### src/rtl/uart_alu_pkg.sv
//------------------------------------------------------------------------------
// Module  : uart_alu_pkg
// Brief   : Shared types and constants for the UART-to-ALU bridge: FSM state
//           encoding, default data/opcode widths and named ALU opcodes.
// Rev     : 1.0  initial release
//------------------------------------------------------------------------------
`default_nettype none

package uart_alu_pkg;

  // Default widths of a UART byte / operand and of the ALU opcode
  localparam int DBIT_DEF = 8;
  localparam int OP_W_DEF = 6;

  // Frame sequencer states, in the order a frame is processed
  typedef enum logic [2:0] {
    GET_A  = 3'd0,
    GET_B  = 3'd1,
    GET_OP = 3'd2,
    EXEC   = 3'd3,
    SEND   = 3'd4
  } state_e;

  // ALU opcodes (function field of the opcode byte)
  localparam logic [OP_W_DEF-1:0] OP_ADD = 6'h20;
  localparam logic [OP_W_DEF-1:0] OP_SUB = 6'h22;
  localparam logic [OP_W_DEF-1:0] OP_AND = 6'h24;
  localparam logic [OP_W_DEF-1:0] OP_OR  = 6'h25;
  localparam logic [OP_W_DEF-1:0] OP_XOR = 6'h26;
  localparam logic [OP_W_DEF-1:0] OP_NOR = 6'h27;
  localparam logic [OP_W_DEF-1:0] OP_SRA = 6'h03;
  localparam logic [OP_W_DEF-1:0] OP_SRL = 6'h02;

endpackage

`default_nettype wire

### src/rtl/intf_timeout_cnt.sv
//------------------------------------------------------------------------------
// Module  : intf_timeout_cnt
// Brief   : Inter-byte idle counter. Counts enabled cycles, clears on clr, and
//           flags expired once the count reaches TIMEOUT_CYC-1. Only built when
//           UART_ALU_INTF_TIMEOUT_EN is defined.
// Rev     : 1.0  initial release
//------------------------------------------------------------------------------
`default_nettype none

module intf_timeout_cnt #(
  parameter int TIMEOUT_CYC = 50_000_000
) (
  input  logic clk,
  input  logic reset,
  input  logic en,
  input  logic clr,
  output logic expired
);

  // Wide enough to hold TIMEOUT_CYC-1; at least one bit for tiny values
  localparam int CW = (TIMEOUT_CYC > 2) ? $clog2(TIMEOUT_CYC) : 1;
  localparam logic [CW-1:0] C_LAST = CW'(TIMEOUT_CYC - 1);

  logic [CW-1:0] cnt_q, cnt_d;

  // Next count: clear has priority over counting
  always_comb begin
    cnt_d = cnt_q;
    if (clr) begin
      cnt_d = '0;
    end else if (en) begin
      cnt_d = cnt_q + 1'b1;
    end
  end

  // Count register with synchronous active-low reset
  always_ff @(posedge clk) begin
    if (!reset) begin
      cnt_q <= '0;
    end else begin
      cnt_q <= cnt_d;
    end
  end

  assign expired = (cnt_q == C_LAST);

endmodule

`default_nettype wire

### src/rtl/uart_alu_intf.sv
//------------------------------------------------------------------------------
// Module  : uart_alu_intf
// Brief   : Pulls a 3-byte frame (A, B, opcode) from a UART receive FIFO,
//           presents it to an external combinational ALU, and pushes the
//           one-byte result into the UART transmit FIFO.
//           Optional feature macro: UART_ALU_INTF_TIMEOUT_EN -- abandons a
//           partial frame after TIMEOUT_CYC idle cycles between bytes.
// Rev     : 1.0  initial release
//------------------------------------------------------------------------------
`default_nettype none

module uart_alu_intf
  import uart_alu_pkg::*;
#(
  parameter int DBIT        = DBIT_DEF,
  parameter int OP_W        = OP_W_DEF,
  parameter int TIMEOUT_CYC = 50_000_000
) (
  input  logic            clk,
  input  logic            reset,
  input  logic            rx_empty,
  input  logic [DBIT-1:0] r_data,
  output logic            rd_uart,
  input  logic            tx_full,
  output logic            wr_uart,
  output logic [DBIT-1:0] w_data,
  output logic [DBIT-1:0] alu_a,
  output logic [DBIT-1:0] alu_b,
  output logic [OP_W-1:0] alu_op,
  input  logic [DBIT-1:0] alu_result,
  output logic            busy
);

  state_e          state_q, state_d;
  logic [DBIT-1:0] a_q, a_d;
  logic [DBIT-1:0] b_q, b_d;
  logic [OP_W-1:0] op_q, op_d;
  logic [DBIT-1:0] res_q, res_d;
  logic            timeout_w;

`ifdef UART_ALU_INTF_TIMEOUT_EN
  logic waiting_w;
  logic expired_w;

  // Idle time only accumulates while mid-frame and starved of bytes
  assign waiting_w = (state_q == GET_B) || (state_q == GET_OP);
  assign timeout_w = waiting_w && expired_w;

  intf_timeout_cnt #(
    .TIMEOUT_CYC (TIMEOUT_CYC)
  ) u_timeout (
    .clk     (clk),
    .reset   (reset),
    .en      (waiting_w && rx_empty),
    .clr     (rd_uart || timeout_w),
    .expired (expired_w)
  );
`else
  // Without the timeout a partial frame waits indefinitely
  assign timeout_w = 1'b0;
`endif

  // Next-state, register updates and FIFO strobes; strobes are held off
  // while reset is asserted so no FIFO traffic occurs during reset
  always_comb begin
    state_d = state_q;
    a_d     = a_q;
    b_d     = b_q;
    op_d    = op_q;
    res_d   = res_q;
    rd_uart = 1'b0;
    wr_uart = 1'b0;
    if (reset) begin
      case (state_q)
        GET_A: begin
          if (!rx_empty) begin
            rd_uart = 1'b1;
            a_d     = r_data;
            state_d = GET_B;
          end
        end
        GET_B: begin
          if (!rx_empty) begin
            rd_uart = 1'b1;
            b_d     = r_data;
            state_d = GET_OP;
          end else if (timeout_w) begin
            state_d = GET_A;
          end
        end
        GET_OP: begin
          if (!rx_empty) begin
            rd_uart = 1'b1;
            op_d    = r_data[OP_W-1:0];
            state_d = EXEC;
          end else if (timeout_w) begin
            state_d = GET_A;
          end
        end
        EXEC: begin
          res_d   = alu_result;
          state_d = SEND;
        end
        SEND: begin
          if (!tx_full) begin
            wr_uart = 1'b1;
            state_d = GET_A;
          end
        end
        default: begin
          state_d = GET_A;
        end
      endcase
    end
  end

  // State and datapath registers with synchronous active-low reset
  always_ff @(posedge clk) begin
    if (!reset) begin
      state_q <= GET_A;
      a_q     <= '0;
      b_q     <= '0;
      op_q    <= '0;
      res_q   <= '0;
    end else begin
      state_q <= state_d;
      a_q     <= a_d;
      b_q     <= b_d;
      op_q    <= op_d;
      res_q   <= res_d;
    end
  end

  assign alu_a  = a_q;
  assign alu_b  = b_q;
  assign alu_op = op_q;
  assign w_data = res_q;
  assign busy   = (state_q != GET_A);

endmodule

`default_nettype wire
### config.mk
export PLATFORM = sky130hd
export DESIGN_NAME = uart_alu_intf
export DESIGN_NICKNAME = d
export VERILOG_FILES = /design/src/rtl/uart_alu_pkg.sv /design/src/rtl/intf_timeout_cnt.sv /design/src/rtl/uart_alu_intf.sv
export SDC_FILE = /design/constraint.sdc
export NUM_CORES = 1
export LEC_CHECK = 0
export BUFFER_PORTS_ARGS = -buffer_cell sky130_fd_sc_hd__buf_2
export CELL_PAD_IN_SITES_DETAIL_PLACEMENT = 1
export CELL_PAD_IN_SITES_GLOBAL_PLACEMENT = 1
export CORE_MARGIN = 5
export CORE_UTILIZATION = 30
export CTS_CLUSTER_DIAMETER = 150
export DETAILED_ROUTE_END_ITERATION = 10
export HOLD_SLACK_MARGIN = 0.06
export PLACE_DENSITY = 0.68
export SYNTH_ARGS = -nofsm -noshare
export SYNTH_HDL_FRONTEND = slang
export SYNTH_SLANG_ARGS = --single-unit
export TNS_END_PERCENT = 100
### constraint.sdc
create_clock -name clk -period 1.5 [get_ports clk]
set_clock_uncertainty 0.1 [all_clocks]
set_input_delay 0.225 -clock clk [delete_from_list [all_inputs] [get_ports clk]]
set_output_delay 0.225 -clock clk [all_outputs]
set_load 0.02 [all_outputs]
Word-level counts from Yosys, hierarchy flattened:

Index checks and enable logic that the tools add are counted.

* flip-flop bits (word level): 33
* input port bits: 20
* output and inout port bits: 33
* word-level logic and storage cells: 32

* equality and inequality tests: 8
* mux-type cells: 11
* bitwise operators: 1
* reductions and logical operators: 7

Operator list (number)
* case mux 3 bit (5 select lines): 1
* 2-to-1 mux 3 bit: 4
* != test 2 bit (second input constant): 4
* equality test 3 x 2 -> 1 bit (second input constant): 2
* 2-to-1 mux 1 bit: 6
* AND reduction 2 bit: 3
* AND reduction 4 bit: 1
* equality test 3 x 1 -> 1 bit (second input constant): 1
* equality test 3 bit (second input constant): 1
* zero test 3 bit: 1
* nonzero test 3 bit: 1
* OR reduction 3 bit: 1
* NOT 1 bit: 1

Longest topological paths before layout:

Gate-level depths: netlist (run 1).

* word-level depth: 4
* depth in mapped cells: 4
* depth with buffers taken out: 2

Worst setup path before layout (run 1):

Ideal clock, no wire load.

* path type: register to output
* start: register state_q[0]
* end: output wr_uart
* arrival: 1.354 ns
* required time: 1.175 ns
* setup slack: -0.179 ns
* cell stages (with the launch flop): 4
* cell sequence: dfxtp_1 > buf_6 > or3b_1 > nor3b_1

* cells in the longest elaborated chain, start to end: 3

RTL lines
* start, declared: line uart_alu_intf.sv:34 `state_e state_q, state_d;`
* start signal, assigned: line uart_alu_intf.sv:126 `state_q <= state_d;`
* equality test 3 bit: line uart_alu_intf.sv:74 `case (state_q)`
* 2-to-1 mux 1 bit: line uart_alu_intf.sv:74
* 2-to-1 mux 1 bit: line uart_alu_intf.sv:73 `if (reset) begin`
* end, declared: line uart_alu_intf.sv:25 `output logic wr_uart,`

Every way passes these cells.

Worst setup path in the final report (run 1):

* start: register state_q[1]
* end: output wr_uart

The elaborated chain is that of the path after synthesis.

==> impl_results.md, run 1 <==
- Synth cell types: 18
- Critical path's slowest cell: or3b_4
- Chip height: 76.9 um
- Max-cap viol count: 0
- Final slew viol count: 0
- Port Buffers: between 50 and 60
- Starting DRT DRC Count: 61
- Starting Density: 0.308
- Post-synth EDFFs: 0
- Std-Cell Core Area: 4350 um^2
- Area Overhead vs Synth: 40.7%
- Register area share after synthesis: 0.493
- Die area: 5910 um^2
- Clock sink total: 33
- Root Driver: clkbuf_8
- Initial antenna violation count: 0
- H-tree Lvls: 2
- Setup crit end kind: output port
- Net Sw Frac: 0.235
- ANT cells: 0
- Vias: 1,155
- DRC viols: 0
- Comb power frac: 0.136
- WP buf/inv: 1
- CTS tree: built
- Violated checks: negative setup slack
- Most area-consuming cells after synthesis: dfxtp_1, mux2i_1, nand2_1, buf_6, nor4_4
- Setup CP Type: reg -> out
- Site row count: 24
- Max clock buf depth: 2
- Post-synthesis async set-or-reset flop share: 0
- Hpwl dp: 2700 um
- Drt wl/cell: about 14 um
- Synth area leader: dfxtp_1
- Relative slew slack: 0.824
- Fillers: roughly 500
- Sequential Power Share: 0.450
- Clock-pin slew on the worst setup and hold paths: 0.07 ns
- Status: finished with violations
- Final hold violations: 0
- Detailed-router iteration count before antenna repair: 4
- Count of state elements after synthesis: 33
- Slew @ Worst Pin: 0.261 ns
- Final period util: 1.12
- Total grt overflow: 0
- Final-report setup violation count: 4
- Top FF cell, synth: dfxtp_1
- P per Cell Area: 1090 nW/um^2
- Fmax: 593 MHz
- Worst Hold Class: in -> reg
- Largest net degree at the start of global routing: 26
- Largest delay contributor family on the critical path: simple AND/OR/NAND/NOR gates
- First-pass GRT wire length: 6120 um
- Internal Power: roughly 1.6 mW
- Placed Cells: 239
- Final net count: 217
- Chip Width: 76.9 um
- RSZ-0062 raised after global routing: true
- Largest stage delay on the critical path: approximately 0.42 ns
- Syn Inst Count: 136
- Peak VDD IR: 0.403 mV
- Area of the mapped netlist: 1340 um^2
- Routed wire length: 3590 um
- Final TNS setup: -0.348 ns
- Proportion of netlist area held by the largest area contributor: 0.493
- Multi-input gate area: approximately 650 um^2
- Global placement routability congestion: 0.712
- Period minus WS final: between 1.5 and 2 ns
- Post-route setup slack: -0.186 ns
- Data required time of the worst path: 1.17 ns
- CTS buffer count: 5
- Pleak: 0.952 nW
- Layout cells sized above 1: 0.419
- Crit Path Max Fanout: 2
- YS warnings: 0
- Switch Pwr: 0.486 mW
- Vias/cell: ~4.6
- Syn Area/Cell: 9.86 um^2
- Startpoint Class: flip-flop
- CP Cell Sequence: or3b_4 > nor3b_4 > buf_6
- Data arrival, critical path: 1.36 ns
- Syn Nets: 156
- ANT nets after route: 0
- I/O pin count: 53
- GRT Total Usage: 0.128
- Vias in the first global route: 1,256
- Clk Latency, worst-skew pair: 0.27 ns
- Clk pwr share: 0.414
- Seq. cell area: 667 um^2
- Layout Cells excl Fill: 250
per-layer routing:
metal | part of all wire | track usage | vias to the layer above
li1 | - | - | 570
met1 | 0.41 | 0.135 | 555
met2 | 0.54 | 0.233 | 24
met3 | 0.034 | 0.0363 | 6
met4 | 0.019 | 0.0559 | 0
met5 | 0 | 0 | -
worst reg2reg max path: stages (launching register included):
cell	delay [ns]
dfxtp_4	0.35
buf_4	0.15
or4b_4	0.63
mux2i_1	0.17
metrics by stage:
| step | setup slack [ns] | power (mW) | hold slack (ns) | utilization | cell area, um^2 |
|---|---|---|---|---|---|
| 3_5_place_dp | -0.0139 | 1.21 | 0.352 | 0.388 | 1690 |
| 4_1_cts | -0.189 | 2.10 | 0.0847 | 0.433 | 1890 |
| 5_1_grt | -0.229 | 2.16 | 0.0980 | 0.433 | 1890 |
| 3_3_place_gp | 0.0358 | 1.20 | 0.340 | 0.388 | 1690 |
| 6_report | -0.186 | 2.07 | 0.0898 | 0.433 | 1890 |
| 2_1_floorplan | 0.0253 | 1.11 | 0.267 | - | 1350 |
cells in the mapped netlist, types with 2 or more instances:
library cell  number
or3b_1             2
nand2b_1           2
mux2i_1           30
nand2_1           47
dfxtp_1           33
clkbuf_1           4
or4b_1             2
buf_6              4
a21oi_1            2
buf_2              2
power groups by stage:
stage,registers [mW],logic [mW],clock network (mW)
after floorplan,0.984,0.123,0
final,0.930,0.280,0.855
after CTS,0.929,0.286,0.885
after detailed placement,0.951,0.259,0
after global placement,0.948,0.249,0
after global routing,0.934,0.305,0.919
cell usage in the layout, fill, tap and decap left out, drive strengths merged, types with 2 or more instances in the layout:
cell type | netlist | layout
a21oi | 2 | 2
buf | 6 | 64
clkbuf | 4 | 7
dfxtp | 33 | 33
mux2i | 30 | 30
nand2 | 47 | 47
nand2b | 2 | 2
or3b | 2 | 2
or4b | 2 | 2
cells by family after synthesis:
logic type / share of synthesized area
flops: 0.493
buf+inv: 0.0522
compound gates: 0.0196
simple gates: 0.212
mux: 0.224
worst paths after layout:
check                           cells after the start           from         to  slack (ns)
worst max-delay path                                3     state_q[1]    wr_uart       -0.19
worst min-delay path                                3  alu_result[0]  w_data[0]        0.09
worst max register to register                      3     state_q[1]   alu_b[6]           0
worst min register to register                      2      w_data[0]  w_data[0]        0.35
registers in the layout (all words and copies together) (netlist names):
name,count
alu_b,8
w_data,8
alu_a,8
alu_op,6
state_q,3
repair_timing:
| item | 4_1_cts | 5_1_grt |
|---|---|---|
| gates resized for setup | 16 | 3 |
| hold buffers | 0 | 0 |
| endpoints found under the setup margin | 3 | 21 |
| hold endpoints to repair | 0 | 0 |
| buffers inserted | 4 | 0 |
| pin swaps | 2 | 2 |
final cells by class:
type | instances | area share
timing repair buffer | 64 | 0.206
clock buffer | 7 | 0.0458
multi-input combinational | 93 | 0.344
clock inverter | 1 | 0.0159
tap | 52 | 0.0345
sequential | 33 | 0.353
Note: power is estimated with default switching activity, not from simulation.
==> inputs of run 2 (changes only) <==
CORE_MARGIN = 3   (was 5)
GPL_ROUTABILITY_DRIVEN = 0   (was unset)
clock period = 1.53 ns   (was 1.5 ns; I/O delays follow)
==> impl_results.md, run 2 (same netlist as run 1, synthesis figures left out) <==
- Status: finished with violations
- Violated checks: negative setup slack
- GRT Total Usage: 0.142
- ANT cells: 0
- CTS buffer count: 5
- Final slew viol count: 0
- Port Buffers: 52
- Startpoint Class: flip-flop
- ANT nets after route: 0
- Crit Path Max Fanout: 3
- Fmax: between 500 and 600 MHz
- Pleak: 0.943 nW
- Vias: 1,170
- Critical R2R Capture: alu_a[5]
- Most common cell after layout, fill and taps aside: buf_2
- Data required time of the worst path: 1.20 ns
- Sequential Power Share: 0.499
- Site row count: 23
- Area Overhead vs Synth: 39.5%
- Final hold violations: 0
- Post-route setup slack: -0.169 ns
- Chip Width: 72.9 um
- Slew @ Worst Pin: between 0.2 and 0.3 ns
- DRC viols: 0
- Chip height: about 73 um
- CTS tree: built
- Layout cells sized above 1: 0.417
- Drt wl/cell: 14.4 um
- Fillers: 499
- RSZ-0062 raised after global routing: true
- Clk Latency, worst-skew pair: 0.28 ns
- Starting Density: 0.324
- Hpwl dp: 2600 um
- Std-Cell Core Area: 4140 um^2
- I/O pin count: 53
- Vias/cell: 4.70
- Largest net degree at the start of global routing: 31
- P per Cell Area: 978 nW/um^2
- Commonest cells after routing, fill and taps aside: buf_2, nand2_1, mux2i_1, dfxtp_1
- Clock-pin slew on the worst setup and hold paths: 0.07 ns
- Relative slew slack: 0.804
- Hold Worst Slack: between 0.08 and 0.09 ns
- Setup CP Type: reg -> out
- Power, Total: between 1.5 and 2 mW
- Vias in the first global route: 1,264
- Final net count: ~220
- Switch Pwr: 0.453 mW
- Net Sw Frac: 0.248
- First-pass GRT wire length: 5770 um
- Final-report setup violation count: 4
- Min-delay src: alu_result[4]
- Peak VDD IR: 0.555 mV
- Setup crit end kind: output port
- Hold Crit Depth: 3
- Period minus WS final: 1.70 ns
- Worst reg2reg startpoint: state_q[2]
- R2R depth: 6
- Multi-input gate area: around 640 um^2
- Detailed-router iteration count before antenna repair: 4
- Clock sink total: 33
- Starting DRT DRC Count: 38
- Root Driver: clkbuf_8
- Die area: approximately 5300 um^2
- Worst Hold Class: in -> reg
- Seq. cell area: 667 um^2
- Max-cap viol count: 0
- Flop2flop setup slack: 0 ns
- Worst Hold Path EP: w_data[4]
- Total grt overflow: 0
- Initial antenna violation count: 0
- Internal Power: 1.38 mW
- Final period util: 1.11
- H-tree Lvls: 2
- Clk pwr share: 0.349
- Routed wire length: 3590 um
- Comb power frac: 0.152
- Data arrival, critical path: 1.37 ns
- Max clock buf depth: 2
==> run 2: worst max-delay path, stage by stage, from the launching register on <==
cell,delay [ns]
dfxtp_2,0.33
or3b_4,0.40
nor3b_2,0.19
buf_4,0.17
==> run 2: what timing repair did <==
item                       CTS  global route
resized for setup           16             4
pin swaps                    2             1
hold buffers                 0             0
setup endpoints to repair    3            16
setup buffers                3             2
cloned                       0             0
==> run 2: final cells by class <==
cell class | count | share of cell area
tap | 50 | 0.0334
clock buffer | 7 | 0.0462
sequential | 33 | 0.357
multi-input combinational | 93 | 0.342
timing repair buffer | 66 | 0.222
==> run 2: per-stage QoR <==
stage | worst slack (ns) | utilization | setup TNS (ns) | cell area (um^2) | instances
detailed placement | 0.00901 | 0.405 | 0 | 1680 | 237
CTS | -0.182 | 0.444 | -0.300 | 1840 | 247
finish | -0.169 | 0.451 | -0.447 | 1870 | 249
global placement | 0.0629 | 0.405 | 0 | 1680 | 237
floorplan | 0.0228 | - | 0 | 1350 | 136
global route | -0.230 | 0.451 | -0.981 | 1870 | 249
==> run 2: how the worst max path moves through the flow <==
stage / from / to / slack, ns / cells past startpoint
after global placement: state_q[0] / wr_uart / 0.06 / 3
after floorplan: state_q[0] / wr_uart / 0.02 / 3
after global routing: state_q[0] / wr_uart / -0.23 / 3
after detailed placement: state_q[0] / wr_uart / 0.009 / 3
after CTS: state_q[2] / wr_uart / -0.18 / 3
final: state_q[1] / wr_uart / -0.17 / 3
==> run 2: power groups by stage <==
stage	Combinational (mW)	Clock [mW]	Sequential, mW
3_5_place_dp	0.250	0	0.932
3_3_place_gp	0.241	0	0.930
5_1_grt	0.301	0.715	0.916
6_report	0.278	0.639	0.912
4_1_cts	0.276	0.663	0.911
2_1_floorplan	0.120	0	0.964
==> run 2: layer usage <==
metal  vias to the layer above  global-route usage  part of all wire
met5                         -                   0                 0
met3                         6              0.0413             0.045
met1                       566               0.157              0.38
met4                         0              0.0492             0.015
met2                        25               0.256              0.56
li1                        573                   -                 -
==> inputs of run 3 (changes only) <==
ABC_AREA = 1   (was unset)
PLACE_DENSITY = 0.71   (was 0.68)
clock period = 1.89 ns   (was 1.53 ns; I/O delays follow)
==> impl_results.md, run 3 <==
- R2R depth: 6
- Chip Width: 70.8 um
- Synth area leader: dfxtp_1
- Relative slew slack: 0.752
- YS warnings: 0
- Starting DRT DRC Count: 66
- Syn Nets: between 150 and 200
- Critical Path End: rd_uart
- Root Driver: clkbuf_8
- Crit. Startpoint: state_q[2]
- Clock sink total: 33
- Final hold violations: 0
- Area of the mapped netlist: 1260 um^2
- Final slew viol count: 0
- Vias: around 1,300
- Commonest cells after routing, fill and taps aside: buf_2, nor2_1, nand2_1
- Syn Area/Cell: 7.19 um^2
- Final-report setup violation count: 0
- Die area: 5010 um^2
- Data required time of the worst path: approximately 1.5 ns
- Status: complete, no violations
- Critical path's slowest cell: dfxtp_1
- Period minus WS final: about 1.6 ns
- ANT nets after route: 0
- Worst Hold Class: in -> reg
- Post-synth top cells: nor2_1, nand2_1, dfxtp_1
- Largest net degree at the start of global routing: 26
- Std-Cell Core Area: 3850 um^2
- Count leader, synth: nor2_1
- Top FF cell, synth: dfxtp_1
- Post-synthesis async set-or-reset flop share: 0
- First-pass GRT wire length: 5800 um
- Initial antenna violation count: 0
- Port Buffers: 52
- Final core occ: 0.429
- Syn Inst Count: 175
- Drt wl/cell: approximately 12 um
- Setup crit end kind: output port
- Pleak: 0.837 nW
- Routed wire length: about 3400 um
- Peak VDD IR: 0.478 mV
- Post-synth EDFFs: 0
- Layout cells sized above 1: 0.279
- Hpwl dp: between 2000 and 3000 um
- Vias/cell: 4.56
- PostCTS Resize Cnt: 0
- Flop2flop setup slack: 0.46 ns
- Site row count: 22
- Starting Density: 0.327
- Critical R2R Capture: w_data[6]
- Fillers: 517
- Largest delay contributor family on the critical path: flip-flops
- WP buf/inv: 2
- CTS tree: built
- Proportion of netlist area held by the largest area contributor: 0.525
- Max-cap viol count: 0
- Area Overhead vs Synth: 31.3%
- Chip height: 70.8 um
- Worst reg2reg startpoint: state_q[0]
- Count of state elements after synthesis: 33
- Synth cell types: 17
- Total grt overflow: 0
- Data arrival, critical path: 1.22 ns
- Clk Latency, worst-skew pair: 0.28 ns
- Vias in the first global route: 1,272
- Detailed-router iteration count before antenna repair: 4
- Most area-consuming cells after synthesis: dfxtp_1, nor2_1, nand2_1, o21ai_0, a21oi_1
- Register area share after synthesis: 0.525
- Slew @ Worst Pin: 0.372 ns
- Post-CTS Repair Setup Buffers: 0
- Final net count: 252
- I/O pin count: 53
- ANT cells: 0
- Startpoint Class: flip-flop
- Cts hold-fix bufs: 0
- Clock-pin slew on the worst setup and hold paths: 0.07 ns
- Most common cell after layout, fill and taps aside: buf_2
- WP depth: 4
- Final TNS setup: 0 ns
- Setup CP Type: reg -> out
- Final period util: 0.847
- P per Cell Area: 914 nW/um^2
- CP Cell Sequence: a21oi_1 > inv_1 > nor3_1 > buf_2
- Max clock buf depth: 2
- DRC viols: 0
- CTS buffer count: 5
- H-tree Lvls: 2
- Largest stage delay on the critical path: 0.37 ns
- Crit Path Max Fanout: 6
- RSZ-0062 raised after global routing: false
- Fmax: 624 MHz
- GRT Total Usage: 0.144
[run 3: cell types whose count changed in the layout (fill, tap and decap cells not counted), sizes merged, moves of 5 or more]
cell / previous run / this run
buf: 66 / 54
nor2: 0 / 54
a21oi: 2 / 11
inv: 0 / 13
o21ai: 0 / 15
nand3: 0 / 5
mux2i: 30 / 0
nand2: 47 / 37
[run 3: worst min-delay path by stage]
stage	from	endpoint	slack, ns	depth (start not counted)
4_1_cts	alu_result[2]	w_data[2]	0.14	3
5_1_grt	alu_result[0]	w_data[0]	0.17	3
3_5_place_dp	alu_a[7]	alu_a[7]	0.36	2
6_report	r_data[6]	alu_a[6]	0.15	3
2_1_floorplan	r_data[6]	alu_a[6]	0.32	2
3_3_place_gp	alu_op[0]	alu_op[0]	0.36	2
[run 3: where the power goes]
part	switching [mW]	internal, mW
logic	0.159	0.0825
clock network	0.257	0.255
registers	0.0222	0.734
total	0.438	1.07
[run 3: final cells by class]
cell class / count / area [um^2] / share of cell area
clock buffer: 6 / 72.6 / 0.0439
clock inverter: 2 / 10.0 / 0.00606
inverter: 14 / 52.6 / 0.0318
multi-input combinational: 124 / 522 / 0.316
sequential: 33 / 661 / 0.400
tap: 48 / 60.1 / 0.0363
timing repair buffer: 54 / 275 / 0.167
[run 3: worst reg2reg max path, delay by kind of cell, from the launching register on]
kind          cells  cell delay, ns
buf+inv           2            0.35
flops             1            0.40
simple gates      4            0.52
[run 3: cell families (layout without fill, tap and decap cells)]
| group | count (synthesis) | in the layout | synth area share |
|---|---|---|---|
| AND/OR/NAND/NOR | 98 | 98 | 0.311 |
| buffers and inverters | 18 | 76 | 0.0606 |
| AO/OA/AOI/OAI | 26 | 26 | 0.103 |
| flip-flops | 33 | 33 | 0.525 |
[run 3: metrics by stage]
stage | area, um^2 | cells | setup WS [ns] | hold WS, ns | total power, mW
finish | 1650 | 281 | 0.289 | 0.150 | 1.51
global route | 1650 | 281 | 0.155 | 0.169 | 1.59
detailed placement | 1570 | 273 | 0.479 | 0.363 | 1.02
global placement | 1570 | 273 | 0.498 | 0.360 | 1.01
floorplan | 1260 | 175 | 0.365 | 0.318 | 0.922
CTS | 1650 | 281 | 0.268 | 0.141 | 1.53
[run 3: metal layers]
metal | part of all wire | vias to the layer above | global-route usage
li1 | - | 659 | -
met1 | 0.48 | 585 | 0.186
met2 | 0.45 | 33 | 0.226
met3 | 0.061 | 5 | 0.0398
met4 | 0.014 | 0 | 0.0626
met5 | 0 | - | 0
